### config.mk
export PLATFORM = sky130hd
export DESIGN_NAME = riscv_id_ex_stage
export DESIGN_NICKNAME = d
export VERILOG_FILES = /design/src/rtl/riscv_id_ex_stage_pkg.sv /design/src/rtl/riscv_fwd_mux.sv /design/src/rtl/riscv_id_ex_stage.sv
export SDC_FILE = /design/constraint.sdc
export NUM_CORES = 1
export LEC_CHECK = 0
export BUFFER_PORTS_ARGS = -buffer_cell sky130_fd_sc_hd__buf_2
export CORE_AREA = 2 2 148 150
export DETAILED_ROUTE_END_ITERATION = 10
export DIE_AREA = 0 0 150 152
export HOLD_SLACK_MARGIN = 0.15
export MAX_ROUTING_LAYER = met4
export PLACE_DENSITY = 0.76
export SETUP_SLACK_MARGIN = 0.05
export SLEW_MARGIN = 40
export SYNTH_ARGS = -nofsm -noshare
export SYNTH_HDL_FRONTEND = slang
export SYNTH_HIERARCHICAL = 1
export SYNTH_SLANG_ARGS = --single-unit
export TNS_END_PERCENT = 1
### constraint.sdc
create_clock -name clk_i -period 2.25 [get_ports clk_i]
set_input_delay 0.45 -clock clk_i [delete_from_list [all_inputs] [get_ports clk_i]]
set_output_delay 0.45 -clock clk_i [all_outputs]
set_load 0.01 [all_outputs]
### src/rtl/riscv_id_ex_stage_pkg.sv
// Shared definitions for the ID/EX operand-select stage.
// Holds the default datapath widths, the A/B operand select encodings
// and the ID/EX register state encoding.
package riscv_id_ex_stage_pkg;

    // Default widths: RegBus, AluctrBus and register address
    localparam int XLEN_DEF     = 32;
    localparam int ALUCTR_W_DEF = 4;
    localparam int REG_AW_DEF   = 5;

    // ALU operand A source
    localparam logic A_SEL_RS1 = 1'b0;
    localparam logic A_SEL_PC  = 1'b1;

    // ALU operand B source
    localparam logic B_SEL_RS2 = 1'b0;
    localparam logic B_SEL_IMM = 1'b1;

    // ALU control value left in an empty register (add)
    localparam logic [3:0] ALU_ADD = 4'b0000;

    // ID/EX register occupancy
    typedef enum logic [1:0] {
        ST_EMPTY  = 2'd0,   // bubble
        ST_ACTIVE = 2'd1,   // valid instruction, advancing
        ST_HELD   = 2'd2    // valid instruction, frozen by downstream hold
    } id_ex_state_e;

endpackage

### src/rtl/riscv_fwd_mux.sv
// riscv_fwd_mux: per-operand forwarding priority mux.
// EX/MEM result wins over MEM/WB result, which wins over the registered
// value. Register x0 is never forwarded.
module riscv_fwd_mux #(
    parameter int XLEN   = 32,
    parameter int REG_AW = 5
) (
    input  logic [REG_AW-1:0] rs_addr_i,
    input  logic [XLEN-1:0]   rs_data_i,
    input  logic              exmem_fwd_en_i,
    input  logic [REG_AW-1:0] exmem_rd_addr_i,
    input  logic [XLEN-1:0]   exmem_result_i,
    input  logic              memwb_fwd_en_i,
    input  logic [REG_AW-1:0] memwb_rd_addr_i,
    input  logic [XLEN-1:0]   memwb_result_i,
    output logic [XLEN-1:0]   fwd_data_o
);

    logic exmem_hit;
    logic memwb_hit;

    // Select the youngest in-flight producer of this source register
    always_comb begin
        exmem_hit  = exmem_fwd_en_i && (exmem_rd_addr_i != '0) && (exmem_rd_addr_i == rs_addr_i);
        memwb_hit  = memwb_fwd_en_i && (memwb_rd_addr_i != '0) && (memwb_rd_addr_i == rs_addr_i);
        fwd_data_o = rs_data_i;
        if (exmem_hit) begin
            fwd_data_o = exmem_result_i;
        end else if (memwb_hit) begin
            fwd_data_o = memwb_result_i;
        end
    end

endmodule

### src/rtl/riscv_id_ex_stage.sv
// riscv_id_ex_stage: ID/EX pipeline register and EX operand select.
// Captures the decoded instruction (with MEM/WB bypass of the regfile
// read), forwards EX operands from EX/MEM and MEM/WB, and inserts bubbles
// for load-use hazards, flushes and downstream holds.
// Optional feature macro RISCV_FWD_EN: when defined, EX-side forwarding
// and load-use detection are enabled; when undefined, there is no EX-side
// forwarding and ID stalls on any RAW dependency against EX or EX/MEM.
module riscv_id_ex_stage
    import riscv_id_ex_stage_pkg::*;
#(
    parameter int XLEN     = XLEN_DEF,
    parameter int ALUCTR_W = ALUCTR_W_DEF,
    parameter int REG_AW   = REG_AW_DEF
) (
    input  logic                clk_i,
    input  logic                rst_n_i,
    input  logic                id_valid_i,
    input  logic [XLEN-1:0]     id_pc_i,
    input  logic [REG_AW-1:0]   id_rs1_addr_i,
    input  logic [REG_AW-1:0]   id_rs2_addr_i,
    input  logic                id_rs1_used_i,
    input  logic                id_rs2_used_i,
    input  logic [XLEN-1:0]     id_rs1_data_i,
    input  logic [XLEN-1:0]     id_rs2_data_i,
    input  logic [XLEN-1:0]     id_imm_i,
    input  logic [ALUCTR_W-1:0] id_alu_ctr_i,
    input  logic                id_a_sel_i,
    input  logic                id_b_sel_i,
    input  logic [REG_AW-1:0]   id_rd_addr_i,
    input  logic                id_rd_we_i,
    input  logic                id_mem_rd_i,
    input  logic                id_mem_wr_i,
    input  logic [REG_AW-1:0]   exmem_rd_addr_i,
    input  logic                exmem_rd_we_i,
    input  logic                exmem_is_load_i,
    input  logic [XLEN-1:0]     exmem_result_i,
    input  logic [REG_AW-1:0]   memwb_rd_addr_i,
    input  logic                memwb_rd_we_i,
    input  logic [XLEN-1:0]     memwb_result_i,
    input  logic                flush_i,
    input  logic                mem_stall_i,
    output logic                stall_id_o,
    output logic                ex_valid_o,
    output logic [XLEN-1:0]     ex_pc_o,
    output logic [ALUCTR_W-1:0] ex_alu_ctr_o,
    output logic [XLEN-1:0]     ex_alu_a_o,
    output logic [XLEN-1:0]     ex_alu_b_o,
    output logic [XLEN-1:0]     ex_store_data_o,
    output logic [REG_AW-1:0]   ex_rd_addr_o,
    output logic                ex_rd_we_o,
    output logic                ex_mem_rd_o,
    output logic                ex_mem_wr_o
);

    // ID/EX register
    id_ex_state_e        state_q,    state_d;
    logic [XLEN-1:0]     pc_q,       pc_d;
    logic [REG_AW-1:0]   rs1_addr_q, rs1_addr_d;
    logic [REG_AW-1:0]   rs2_addr_q, rs2_addr_d;
    logic [XLEN-1:0]     rs1_data_q, rs1_data_d;
    logic [XLEN-1:0]     rs2_data_q, rs2_data_d;
    logic [XLEN-1:0]     imm_q,      imm_d;
    logic [ALUCTR_W-1:0] alu_ctr_q,  alu_ctr_d;
    logic                a_sel_q,    a_sel_d;
    logic                b_sel_q,    b_sel_d;
    logic [REG_AW-1:0]   rd_addr_q,  rd_addr_d;
    logic                rd_we_q,    rd_we_d;
    logic                mem_rd_q,   mem_rd_d;
    logic                mem_wr_q,   mem_wr_d;

    logic                ex_valid;
    logic                ex_rd_we;
    logic                hazard;
    logic                exmem_fwd_en;
    logic                memwb_fwd_en;
    logic [XLEN-1:0]     fwd_rs1;
    logic [XLEN-1:0]     fwd_rs2;
    logic [XLEN-1:0]     rs1_cap;
    logic [XLEN-1:0]     rs2_cap;

    assign ex_valid = (state_q != ST_EMPTY);
    // A write to x0 never reaches the regfile, so it is never a producer
    assign ex_rd_we = rd_we_q && (rd_addr_q != '0);

`ifdef RISCV_FWD_EN
    // A load result is not available from EX/MEM; it must go through MEM/WB
    assign exmem_fwd_en = exmem_rd_we_i && !exmem_is_load_i;
    assign memwb_fwd_en = memwb_rd_we_i;

    // Load-use: ID consumes the register a load in EX is about to fetch
    always_comb begin
        hazard = id_valid_i && ex_valid && mem_rd_q && (rd_addr_q != '0) &&
                 ((id_rs1_used_i && (id_rs1_addr_i == rd_addr_q)) ||
                  (id_rs2_used_i && (id_rs2_addr_i == rd_addr_q)));
    end
`else
    logic unused_is_load;
    assign unused_is_load = exmem_is_load_i;
    assign exmem_fwd_en   = 1'b0;
    assign memwb_fwd_en   = 1'b0;

    // Without EX forwarding, wait until any producer in EX or EX/MEM has reached MEM/WB
    always_comb begin
        hazard = id_valid_i &&
                 ((id_rs1_used_i && (id_rs1_addr_i != '0) &&
                   ((ex_rd_we && (id_rs1_addr_i == rd_addr_q)) ||
                    (exmem_rd_we_i && (id_rs1_addr_i == exmem_rd_addr_i)))) ||
                  (id_rs2_used_i && (id_rs2_addr_i != '0) &&
                   ((ex_rd_we && (id_rs2_addr_i == rd_addr_q)) ||
                    (exmem_rd_we_i && (id_rs2_addr_i == exmem_rd_addr_i)))));
    end
`endif

    riscv_fwd_mux #(
        .XLEN   (XLEN),
        .REG_AW (REG_AW)
    ) u_fwd_rs1 (
        .rs_addr_i       (rs1_addr_q),
        .rs_data_i       (rs1_data_q),
        .exmem_fwd_en_i  (exmem_fwd_en),
        .exmem_rd_addr_i (exmem_rd_addr_i),
        .exmem_result_i  (exmem_result_i),
        .memwb_fwd_en_i  (memwb_fwd_en),
        .memwb_rd_addr_i (memwb_rd_addr_i),
        .memwb_result_i  (memwb_result_i),
        .fwd_data_o      (fwd_rs1)
    );

    riscv_fwd_mux #(
        .XLEN   (XLEN),
        .REG_AW (REG_AW)
    ) u_fwd_rs2 (
        .rs_addr_i       (rs2_addr_q),
        .rs_data_i       (rs2_data_q),
        .exmem_fwd_en_i  (exmem_fwd_en),
        .exmem_rd_addr_i (exmem_rd_addr_i),
        .exmem_result_i  (exmem_result_i),
        .memwb_fwd_en_i  (memwb_fwd_en),
        .memwb_rd_addr_i (memwb_rd_addr_i),
        .memwb_result_i  (memwb_result_i),
        .fwd_data_o      (fwd_rs2)
    );

    // Regfile read bypass: a MEM/WB write in the same cycle is not yet visible in the regfile
    always_comb begin
        rs1_cap = id_rs1_data_i;
        rs2_cap = id_rs2_data_i;
        if (memwb_rd_we_i && (memwb_rd_addr_i != '0) && (memwb_rd_addr_i == id_rs1_addr_i)) begin
            rs1_cap = memwb_result_i;
        end
        if (memwb_rd_we_i && (memwb_rd_addr_i != '0) && (memwb_rd_addr_i == id_rs2_addr_i)) begin
            rs2_cap = memwb_result_i;
        end
    end

    // Next register contents: hold > flush > hazard bubble > capture
    always_comb begin
        state_d    = state_q;
        pc_d       = pc_q;
        rs1_addr_d = rs1_addr_q;
        rs2_addr_d = rs2_addr_q;
        rs1_data_d = rs1_data_q;
        rs2_data_d = rs2_data_q;
        imm_d      = imm_q;
        alu_ctr_d  = alu_ctr_q;
        a_sel_d    = a_sel_q;
        b_sel_d    = b_sel_q;
        rd_addr_d  = rd_addr_q;
        rd_we_d    = rd_we_q;
        mem_rd_d   = mem_rd_q;
        mem_wr_d   = mem_wr_q;
        if (mem_stall_i) begin
            // Frozen, but operands are refreshed so they survive the producer retiring
            state_d    = (state_q == ST_EMPTY) ? ST_EMPTY : ST_HELD;
            rs1_data_d = fwd_rs1;
            rs2_data_d = fwd_rs2;
        end else begin
            // Data fields load on every advancing edge; a bubble only clears control
            pc_d       = id_pc_i;
            rs1_addr_d = id_rs1_addr_i;
            rs2_addr_d = id_rs2_addr_i;
            rs1_data_d = rs1_cap;
            rs2_data_d = rs2_cap;
            imm_d      = id_imm_i;
            alu_ctr_d  = id_alu_ctr_i;
            a_sel_d    = id_a_sel_i;
            b_sel_d    = id_b_sel_i;
            rd_addr_d  = id_rd_addr_i;
            if (flush_i || hazard) begin
                state_d  = ST_EMPTY;
                rd_we_d  = 1'b0;
                mem_rd_d = 1'b0;
                mem_wr_d = 1'b0;
            end else begin
                state_d  = id_valid_i ? ST_ACTIVE : ST_EMPTY;
                rd_we_d  = id_valid_i && id_rd_we_i;
                mem_rd_d = id_valid_i && id_mem_rd_i;
                mem_wr_d = id_valid_i && id_mem_wr_i;
            end
        end
    end

    // ID/EX register with asynchronous clear to an empty add bubble
    always_ff @(posedge clk_i or negedge rst_n_i) begin
        if (!rst_n_i) begin
            state_q    <= ST_EMPTY;
            pc_q       <= '0;
            rs1_addr_q <= '0;
            rs2_addr_q <= '0;
            rs1_data_q <= '0;
            rs2_data_q <= '0;
            imm_q      <= '0;
            alu_ctr_q  <= ALUCTR_W'(ALU_ADD);
            a_sel_q    <= A_SEL_RS1;
            b_sel_q    <= B_SEL_RS2;
            rd_addr_q  <= '0;
            rd_we_q    <= 1'b0;
            mem_rd_q   <= 1'b0;
            mem_wr_q   <= 1'b0;
        end else begin
            state_q    <= state_d;
            pc_q       <= pc_d;
            rs1_addr_q <= rs1_addr_d;
            rs2_addr_q <= rs2_addr_d;
            rs1_data_q <= rs1_data_d;
            rs2_data_q <= rs2_data_d;
            imm_q      <= imm_d;
            alu_ctr_q  <= alu_ctr_d;
            a_sel_q    <= a_sel_d;
            b_sel_q    <= b_sel_d;
            rd_addr_q  <= rd_addr_d;
            rd_we_q    <= rd_we_d;
            mem_rd_q   <= mem_rd_d;
            mem_wr_q   <= mem_wr_d;
        end
    end

    assign stall_id_o      = (hazard && !flush_i) || mem_stall_i;
    assign ex_valid_o      = ex_valid;
    assign ex_pc_o         = pc_q;
    assign ex_alu_ctr_o    = alu_ctr_q;
    assign ex_alu_a_o      = (a_sel_q == A_SEL_PC)  ? pc_q  : fwd_rs1;
    assign ex_alu_b_o      = (b_sel_q == B_SEL_IMM) ? imm_q : fwd_rs2;
    assign ex_store_data_o = fwd_rs2;
    assign ex_rd_addr_o    = rd_addr_q;
    assign ex_rd_we_o      = ex_rd_we;
    assign ex_mem_rd_o     = mem_rd_q;
    assign ex_mem_wr_o     = mem_wr_q;

endmodule
### After elaboration in Yosys (flattened, before gate mapping)

Cells that the tools add are included.

* equality and inequality tests: 6
* multiplexer cells: 11
* reductions and logical operators: 29

Operators with widths (number)
* two-way mux 32 bit: 4
* == test 5 bit: 6
* nonzero test 5 bit: 4
* logical AND 1 bit: 17
* logical OR 1 bit: 5
* two-way mux 1 bit: 5
* two-way mux 2 bit: 2
* logical NOT 2 bit: 1
* nonzero test 2 bit: 1
* logical NOT 1 bit: 1

* input port bits: 236
* word-level logic and storage cells: 58
* output and inout port bits: 142
* register bits: 144

### Depth between registers and ports, before layout

Gate-level depths: netlist (run 1).

* depth in word-level cells: 10
* depth in mapped cells: 8
* gate-level depth less buffers: 6

### Hierarchy

The synthesis (run 1) kept the hierarchy.

By module, submodules not included
* riscv_id_ex_stage: area an instance 7478.4 µm², cells an instance 604, sequential area each 3853.7 µm², instances 1
* riscv_fwd_mux: area an instance 1153.6 µm², cells an instance 185, sequential area each 0.0 µm², instances 2

### Worst setup path after synthesis (run 1)

No wires, ideal clock.

* kind: register -> output
* from: reg rd_addr_q[1], in the netlist ex_rd_addr_o[1]
* to: out stall_id_o
* cell stages (with the launch flop): 6
* arrival time: 1.685 ns
* required time: 1.800 ns
* slack: 0.115 ns
* path buffers: 0
* path through: dfrtp_1 -> or4_1 -> o21ai_2 -> or4_1 -> o41ai_1 -> o31a_1

* longest elaborated chain between the ends: 9
* elaborated cells between the ends (all ways): 14
* those cells by class: eq/ne (2); reduce/logical (12)

RTL lines
* start, declared: line riscv_id_ex_stage.sv:66 `logic [REG_AW-1:0] rd_addr_q, rd_addr_d;`
* start signal, assigned: line riscv_id_ex_stage.sv:231 `rd_addr_q <= rd_addr_d;`
* nonzero test 5 bit: line riscv_id_ex_stage.sv:83 `assign ex_rd_we = rd_we_q && (rd_addr_q != '0);`
* logical AND 1 bit: line riscv_id_ex_stage.sv:83
* logical AND 1 bit, on equally long branches: line riscv_id_ex_stage.sv:106, riscv_id_ex_stage.sv:109
* logical OR 1 bit, on equally long branches: line riscv_id_ex_stage.sv:106, riscv_id_ex_stage.sv:109
* logical AND 1 bit, on equally long branches: line riscv_id_ex_stage.sv:105, riscv_id_ex_stage.sv:108
* logical OR 1 bit *: line riscv_id_ex_stage.sv:107 `(exmem_rd_we_i && (id_rs1_addr_i == exmem_rd_addr_i)))) ||`
* logical AND 1 bit *: line riscv_id_ex_stage.sv:104 `hazard = id_valid_i &&`
* logical AND 1 bit *: line riscv_id_ex_stage.sv:238 `assign stall_id_o = (hazard && !flush_i) || mem_stall_i;`
* logical OR 1 bit *: line riscv_id_ex_stage.sv:238
* end, declared: line riscv_id_ex_stage.sv:42 `output logic stall_id_o,`

Every way passes the cells marked *; elsewhere a longest branch is shown, timed or not.

### Worst setup path in the final report (run 1)

Same ends and word-level chain as after synthesis.

==> metrics.md, run 1 <==
| Metric | Value |
|---|---|
| Outcome | finished, violations left |
| Failing checks | slew limit, setup timing |
| Vias per Instance | 6.19 |
| Count of buffers from port buffering | 376 |
| Largest net degree at the start of global routing | 109 |
| Die X | 150 um |
| Count of max-cap constraint violations | 0 |
| Adder-Cell Fraction of Synth Area | 0% |
| Worst R2R Path Depth | 6 |
| Synth warn | 6 |
| Final hold violation count | 0 |
| Row cnt | 54 |
| R2R Setup Slk | 0.50 ns |
| CP delay by family, top | compound AO/OA/AOI/OAI gates |
| Fmax | 0.385 GHz |
| Clock sinks | 154 |
| Slowest-stage cell, CP | or4_4 |
| CP Cell Sequence | or4_4, o21ai_2, buf_4, o41ai_2, o31a_1, buf_2 |
| Initial drt markers | 904 |
| Die area | 0.0228 mm2 |
| Placed Instances | 1570 |
| Sequential share of the synthesized area | 39.4% |
| TritonCTS clock tree | done |
| DP HPWL | 24300 um |
| Post-Route Utilization | 60.1% |
| Mux contribution to synthesized area | 23.7% |
| Top post-synthesis cells by area | dfrtp_1, mux2_2, mux2i_1 |
| TritonRoute pass-1 iters | 5 |
| Required time of the critical path | 1.80 ns |
| Largest family of logic cells by synthesized area | multiplexers |
| Post-Route WL | 36400 um |
| Post-Synth Simple-Gate Area | 14.2% |
| Syn Area/Cell | 10.0 um2 |
| Ports | 378 |
| Starting density of the core | 45.8% |
| P&R area growth vs syn | 31.1% |
| Final min period | 2.60 ns |
| Critical Path Fanout Max | 2 |
| Worst flop-to-flop path endpoint | ex_mem_wr_o |
| CP Class | register to primary output |
| Layout cells sized above 1 | 47.3% |
| Setup crit start kind | register |
| RePlAce Congestion | 0.874 |
| Crit end category | primary output |
| Clk_skew | 0.00174 ns |
| Worst reg2reg startpoint | ex_rd_addr_o[1] |
| Vias | 9982 |
| Worst path bufs/invs | 2 |
| Initial antenna violation count | 5 |
| Hold EP | imm_q[6] |
| Antenna viol nets, final | 0 |
| Core area | 0.0214 mm2 |
| Library cells used by synthesis | 36 |
| Final nets | 1551 |
| Slowest cell delay on critical path | 0.53 ns |
| Die Y-Extent | 152 um |
| Hold Crit Depth | 2 |
| Yosys reg bits | 154 |
| Worst Slack Setup Final | -0.345 ns |
| Pwr dens | 687 mW/mm2 |
| Synthesized area | 0.00979 mm2 |
| Vias in the first global route | 10100 |
| Cell taking the most area after synthesis | dfrtp_1 |
| Power, Total | 8810 uW |
| Clock Path Buffers | 2 |
| Max rail drop VDD | 465 uV |
| Layout Cells excl Fill | 1613 |
| Hold WS | 0.256 ns |
| GRT Util Overall | 31.5% |
| Clock Latency Late Sink | 0.42 ns |
| Drc violations | 0 |
| RSZ-0062 raised after global routing | yes |
| Htree depth | 4 |
| DR WL/cell | 22.6 um |
| Mapped Cells | 974 |
| Synth Area in XOR/XNOR | 4.12% |
| Max Transition Viols Final | 200 |
| Crit path arrival time | 2.15 ns |
| Worst slew pin tran | 1.79 ns |
| Clk pin slew, worst setup/hold paths | 0.07 ns |
| Setup violations, final | 2 |
| Root Driver | clkbuf_16 |
| First-pass GRT wire length | 54600 um |
| Worst Hold Class | input pin to register |
| Post-synth top area share | 39.4% |
| Leak | 0.00534 uW |
| Global route overflow | 0 |
| Synth Area in Compound Gates | 13.7% |
| Min-Delay Startpoint | id_imm_i[6] |
| Slew headroom | -19.3% |
| Fin crit share | 115% |
| Total CTS buffers | 17 |
-- layout by cell type, fill, tap and decap left out, drive strengths merged --
cell         Yosys  final
o31ai           68     68
nor4            70     70
o41ai            1      1
nor2b            1      1
a31oi           64     64
conb             1      6
or3              2      2
nand4           65     65
mux2           149    149
o21a             2      2
xor2             8      8
buf             33    420
nand3            8      8
a21oi            2      2
nand3b           3      3
or2              4      4
nand4b           1      1
diode            0      6
clkinv           0      5
dlygate4sd3      0      1
clkbuf          71     20
nor2             2      2
nand2           76     76
inv              2      3
dfrtp          154    154
and3             2      2
or4              7      7
clkinvlp         0      3
bufinv           0      2
o31a             1      1
xnor2           38     38
o21ai           70     70
and2             5      5
mux2i           64     64
-- stage by stage --
step / TNS, ns / setup WS (ns) / cell area [um2]
after floorplan: 0 / 0.115 / 9800
final: -0.557 / -0.345 / 12800
after detailed placement: -0.0989 / -0.0989 / 12100
after global placement: -0.0490 / -0.0490 / 12000
after CTS: -0.582 / -0.371 / 12800
after global routing: -0.695 / -0.422 / 12800
-- routing by layer --
metal	up-vias	share of wire (%)	track usage, %	wire [um]
met4	0	4.0	14.8	1440
li1	4419	-	-	-
met1	4712	39	38.1	14200
met5	-	0	-	0
met3	147	9.1	6.37	3320
met2	704	48	50.3	17400
-- area by class of cell --
class                   count  area [um2]
diodes                      6        15.0
clock buffers              20         437
multi-input cells         719        5570
inverters                   2        7.51
well taps                 280         350
flip-flops and latches    154        3860
repair buffers            421        2460
clock inverters            11         124
fillers                  1847        8530
-- cells in the mapped netlist --
library cell and instances:
nand4b_1 1, o31a_1 1, nand2_1 76, buf_6 6, or2_2 4, or3_1 2, mux2i_1 64, o21ai_1 68
and2_1 5, nor2b_1 1, nand3_1 8, nor2_1 2, xor2_1 8, buf_1 13, inv_1 2, dfrtp_1 154
clkbuf_1 71, o21ai_4 1, buf_4 6, nor4_4 2, or4_1 4, mux2_2 149, o21a_1 2, a31oi_1 64
or4_4 3, xnor2_1 38, o31ai_1 68, nand4_1 65, buf_2 8, conb_1 1, a21oi_4 2, nor4_1 68
o21ai_2 1, o41ai_1 1, and3_1 2, nand3b_1 3
-- worst reg2reg max path, cell delays in order (launching register included) --
cell     delay (ns)
dfrtp_1        0.37
or4_4          0.53
o21ai_2        0.15
buf_4          0.14
o41ai_2        0.08
buf_4          0.15
o31ai_1        0.23
-- worst max path at each step --
stage	startpoint	end	slack (ns)	cells past startpoint
after floorplan	ex_rd_addr_o[1]	stall_id_o	0.11	5
after global placement	id_rs1_addr_i[1]	stall_id_o	-0.05	7
after detailed placement	id_rs1_addr_i[1]	stall_id_o	-0.1	7
after CTS	ex_rd_addr_o[2]	stall_id_o	-0.37	7
after global routing	ex_rd_addr_o[1]	stall_id_o	-0.42	6
final	ex_rd_addr_o[1]	stall_id_o	-0.35	6
-- report_power, final --
| part | internal, uW | leakage (uW) | switching, uW |
|---|---|---|---|
| Sequential | 3050 | 0.00184 | 144 |
| Clock | 1630 | 0.000266 | 1220 |
| Combinational | 1130 | 0.00324 | 1630 |
-- state kept, by name (all words and copies together) (netlist names), 2 cells and up --
| register | count |
|---|---|
| ex_pc_o | 32 |
| imm_q | 32 |
| rs1_data_q | 32 |
| rs2_data_q | 32 |
| ex_rd_addr_o | 5 |
| rs1_addr_q | 5 |
| rs2_addr_q | 5 |
| ex_alu_ctr_o | 4 |
| state_q | 2 |
-- timing repair --
item                                    in CTS  in global routing
gates resized for setup                      5                  4
pin swaps                                    2                  2
endpoints found under the setup margin       1                  3
buffers inserted                             5                  0
hold buffers                                 1                  0
gates cloned                                 0                  0
endpoints found under the hold margin       34                  0
-- cells by family after synthesis --
group / count (synthesis)
simple gates: 246
buf+inv: 106
flops: 154
mux: 213
compound gates: 208
other cells: 1
xor+xnor: 46
No activity file was read; power rests on OpenSTA's default activity.
==> inputs of run 2 (changes only) <==
--- a/config.mk
+++ b/config.mk
@@ -11,11 +11,9 @@
 export DIE_AREA = 0 0 150 152
 export HOLD_SLACK_MARGIN = 0.15
 export MAX_ROUTING_LAYER = met4
-export PLACE_DENSITY = 0.76
 export SETUP_SLACK_MARGIN = 0.05
 export SLEW_MARGIN = 40
 export SYNTH_ARGS = -nofsm -noshare
 export SYNTH_HDL_FRONTEND = slang
-export SYNTH_HIERARCHICAL = 1
 export SYNTH_SLANG_ARGS = --single-unit
 export TNS_END_PERCENT = 1
==> run 2 against run 1 <==
Combinational power shrank 45%. Synthesized cell count down 40%. The run ends with setup timing left. Highest routed layer unchanged. Largest power group unchanged. Critical endpoint unchanged. Synthesized area decreased by 27%. Sequential share of layout area grew 6.2 points. Clock skew increased by 0.0059 ns. Sequential power shrank 6.3%. Worst setup slack gained 0.063 ns.
==> metrics.md, run 2 <==
| Metric | Value |
|---|---|
| Layout cells sized above 1 | 59.0% (was 47.3%) |
| Commonest cells post-synth | dfrtp_1, mux2_2, nand2_1 (unchanged) |
| Crit path arrival time | 2.08 ns (was 2.15 ns) |
| Syn Area/Cell | 12.2 um2 (was 10.0 um2) |
| Required time of the critical path | 1.80 ns (about the same) |
| Count leader, synth | dfrtp_1 (unchanged) |
| Slowest cell delay on critical path | 0.55 ns (was 0.53 ns) |
| Worst R2R Path Depth | 8 (was 6) |
| Number of synthesized flops with an enable pin | 0 (unchanged) |
| Max Transition Viols Final | 0 (was 200) |
| Crit path to | stall_id_o (unchanged) |
| Critical Path Fanout Max | 3 (was 2) |
| Top post-synthesis cells by area | dfrtp_1, mux2_2, mux2i_1 (unchanged) |
| Worst slew pin tran | 0.553 ns (was 1.79 ns) |
| Clk pin slew, worst setup/hold paths | 0.07 ns (about the same) |
| Starting density of the core | 33.3% (was 45.8%) |
| Commonest non-fill, non-tap cell in the layout | buf_2 (unchanged) |
| Clock Latency Late Sink | 0.41 ns (was 0.42 ns) |
| Row cnt | 54 (unchanged) |
| GRT Util Overall | 18.8% (was 31.5%) |
| Core area | 0.0214 mm2 (unchanged) |
| Final min period | 2.53 ns (was 2.60 ns) |
| RePlAce Congestion | 0.919 (was 0.874) |
| Clock Path Buffers | 2 (unchanged) |
| Vias in the first global route | 5876 (was 10100) |
| Fmax | 0.395 GHz (was 0.385 GHz) |
| Root Driver | clkbuf_16 (unchanged) |
| Total CTS buffers | 17 (unchanged) |
| Post-synth top area share | 50.7% (was 39.4%) |
| Die area | 0.0228 mm2 (unchanged) |
| Initial drt markers | 187 (was 904) |
| Initial antenna violation count | 2 (was 5) |
| Primary FF master, synth | dfrtp_1 (unchanged) |
| Ports | 378 (unchanged) |
| Library cells used by synthesis | 26 (was 36) |
| TritonRoute pass-1 iters | 4 (was 5) |
| Fin crit share | 113% (was 115%) |
| Mapped Cells | 584 (was 974) |
| Count of max-cap constraint violations | 0 (unchanged) |
| Clock sinks | 144 (was 154) |
| Setup crit start kind | register (unchanged) |
| Failing checks | setup timing (was slew limit, setup timing) |
| Slew headroom | 63.1% (was -19.3%) |
| DR WL/cell | 17.0 um (was 22.6 um) |
| Worst path bufs/invs | 2 (unchanged) |
| Setup WS pre-CTS | -0.0593 ns (was -0.0989 ns) |
| Vias per Instance | 4.63 (was 6.19) |
| Count of buffers from port buffering | 344 (was 376) |
| Syn nets | 820 |
| Vias | 5739 (was 9982) |
| Drc violations | 0 (unchanged) |
| Hold WS | 0.265 ns (was 0.256 ns) |
| Worst flop-to-flop path endpoint | ex_mem_wr_o (unchanged) |
| R2R Setup Slk | 0.39 ns (was 0.50 ns) |
| Worst setup startpoint | ex_rd_addr_o[1] (unchanged) |
| Global route overflow | 0 (unchanged) |
| Final hold violation count | 0 (unchanged) |
| Setup violations, final | 2 (unchanged) |
| Commonest non-fill, non-tap cells in the layout | buf_2, mux2_2, dfrtp_1, nand2_1 (was buf_2, dfrtp_1, mux2_2, nand2_1) |
| CP delay by family, top | simple AND/OR/NAND/NOR gates (was compound AO/OA/AOI/OAI gates) |
| Slowest-stage cell, CP | or4_4 (unchanged) |
| CP Depth | 7 (was 6) |
| RSZ-0062 raised after global routing | yes (unchanged) |
| Crit end category | primary output (unchanged) |
| Pwr dens | 718 mW/mm2 (was 687 mW/mm2) |
| Synthesized area | 0.00710 mm2 (was 0.00979 mm2) |
| CP Class | register to primary output (unchanged) |
| Outcome | finished, violations left (unchanged) |
| DP HPWL | 15900 um (was 24300 um) |
| P&R area growth vs syn | 40.2% (was 31.1%) |
| Die X | 150 um (unchanged) |
| Die Y-Extent | 152 um (unchanged) |
| Leak | 0.00463 uW (was 0.00534 uW) |
| Worst reg2reg startpoint | ex_rd_addr_o[1] (unchanged) |
| Worst Hold Class | input pin to register (unchanged) |
| Clk_skew | 0.00764 ns (was 0.00174 ns) |
| Worst Slack Setup Final | -0.282 ns (was -0.345 ns) |
| Post-Route Utilization | 46.6% (was 60.1%) |
| Ys async rst share | 100% (unchanged) |
| Cell taking the most area after synthesis | dfrtp_1 (unchanged) |
| Yosys reg bits | 144 (was 154) |
| Synth warn | 0 (was 6) |
| Antenna viol nets, final | 0 (unchanged) |
| First-pass GRT wire length | 32000 um (was 54600 um) |
| Largest net degree at the start of global routing | 84 (was 109) |
| Htree depth | 4 (unchanged) |
| CP Cell Sequence | buf_6, xnor2_2, nand2_1, or4_4, nand3_2, a2bb2oi_2, buf_2 (was or4_4, o21ai_2, buf_4, o41ai_2, o31a_1, buf_2) |
| Post-Route WL | 21100 um (was 36400 um) |
| Max rail drop VDD | 438 uV (was 465 uV) |
| Sequential share of the synthesized area | 50.7% (was 39.4%) |
| TritonCTS clock tree | done (unchanged) |
| Final nets | 1181 (was 1551) |
-- run 2: metal layers --
layer,GRT usage (%),vias to the layer above,share of wire [%]
met4,5.62,0,1.4
met3,4.26,16,6.3
met2,32.2,203,51
li1,-,2795,-
met1,22.0,2725,42
met5,-,-,0
-- run 2: logic make-up (layout without fill, tap and decap cells) --
| group | count (synthesis) | in the layout | synth area share [%] |
|---|---|---|---|
| AOI/OAI and AO/OA | 73 | 73 | 5.36 |
| xor gates and xnor gates | 30 | 30 | 3.70 |
| buffers and inverters | 39 | 413 | 2.77 |
| DFF | 144 | 144 | 50.7 |
| muxes | 203 | 203 | 31.1 |
| other | 0 | 2 | 0 |
| and+or+nand+nor | 95 | 95 | 6.36 |
-- run 2: final cells by class --
class                   count  area [um2]
fillers                  2066       11400
flip-flops and latches    144        3610
multi-input cells         401        3350
repair buffers            379        2090
clock buffers              21         460
well taps                 280         350
clock inverters            11        82.6
inverters                   2        7.51
diodes                      2        5.00
-- run 2: per-stage QoR --
step | setup TNS (ns) | instance area [um2] | instances | power, uW
floorplan | 0 | 7100 | 584 | 3810
global placement | -0.0414 | 9310 | 1201 | 4560
detailed placement | -0.0593 | 9310 | 1201 | 4570
CTS | -0.356 | 9920 | 1237 | 7260
global route | -0.503 | 9960 | 1240 | 7530
finish | -0.318 | 9960 | 1240 | 7150
-- run 2: timing repair --
action | CTS | global route
hold buffers | 1 | 0
pin swaps | 2 | 5
buffers inserted | 3 | 1
endpoints found under the hold margin | 49 | 0
endpoints found under the setup margin | 2 | 2
resized for setup | 10 | 3
-- run 2: how the worst min path moves through the flow --
stage | from | to | slack (ns) | cells after the start
4_1_cts | id_pc_i[27] | ex_pc_o[27] | 0.24 | 2
6_report | id_b_sel_i | b_sel_q | 0.27 | 2
3_5_place_dp | rst_n_i | ex_pc_o[24] | 0.46 | 1
3_3_place_gp | rst_n_i | ex_pc_o[22] | 0.46 | 1
2_1_floorplan | rst_n_i | a_sel_q | 0.15 | 0
5_1_grt | id_imm_i[18] | imm_q[18] | 0.24 | 2
-- run 2: where the power goes --
group	switching (uW)	internal (uW)
logic	746	785
registers	159	2840
clock network	1140	1480
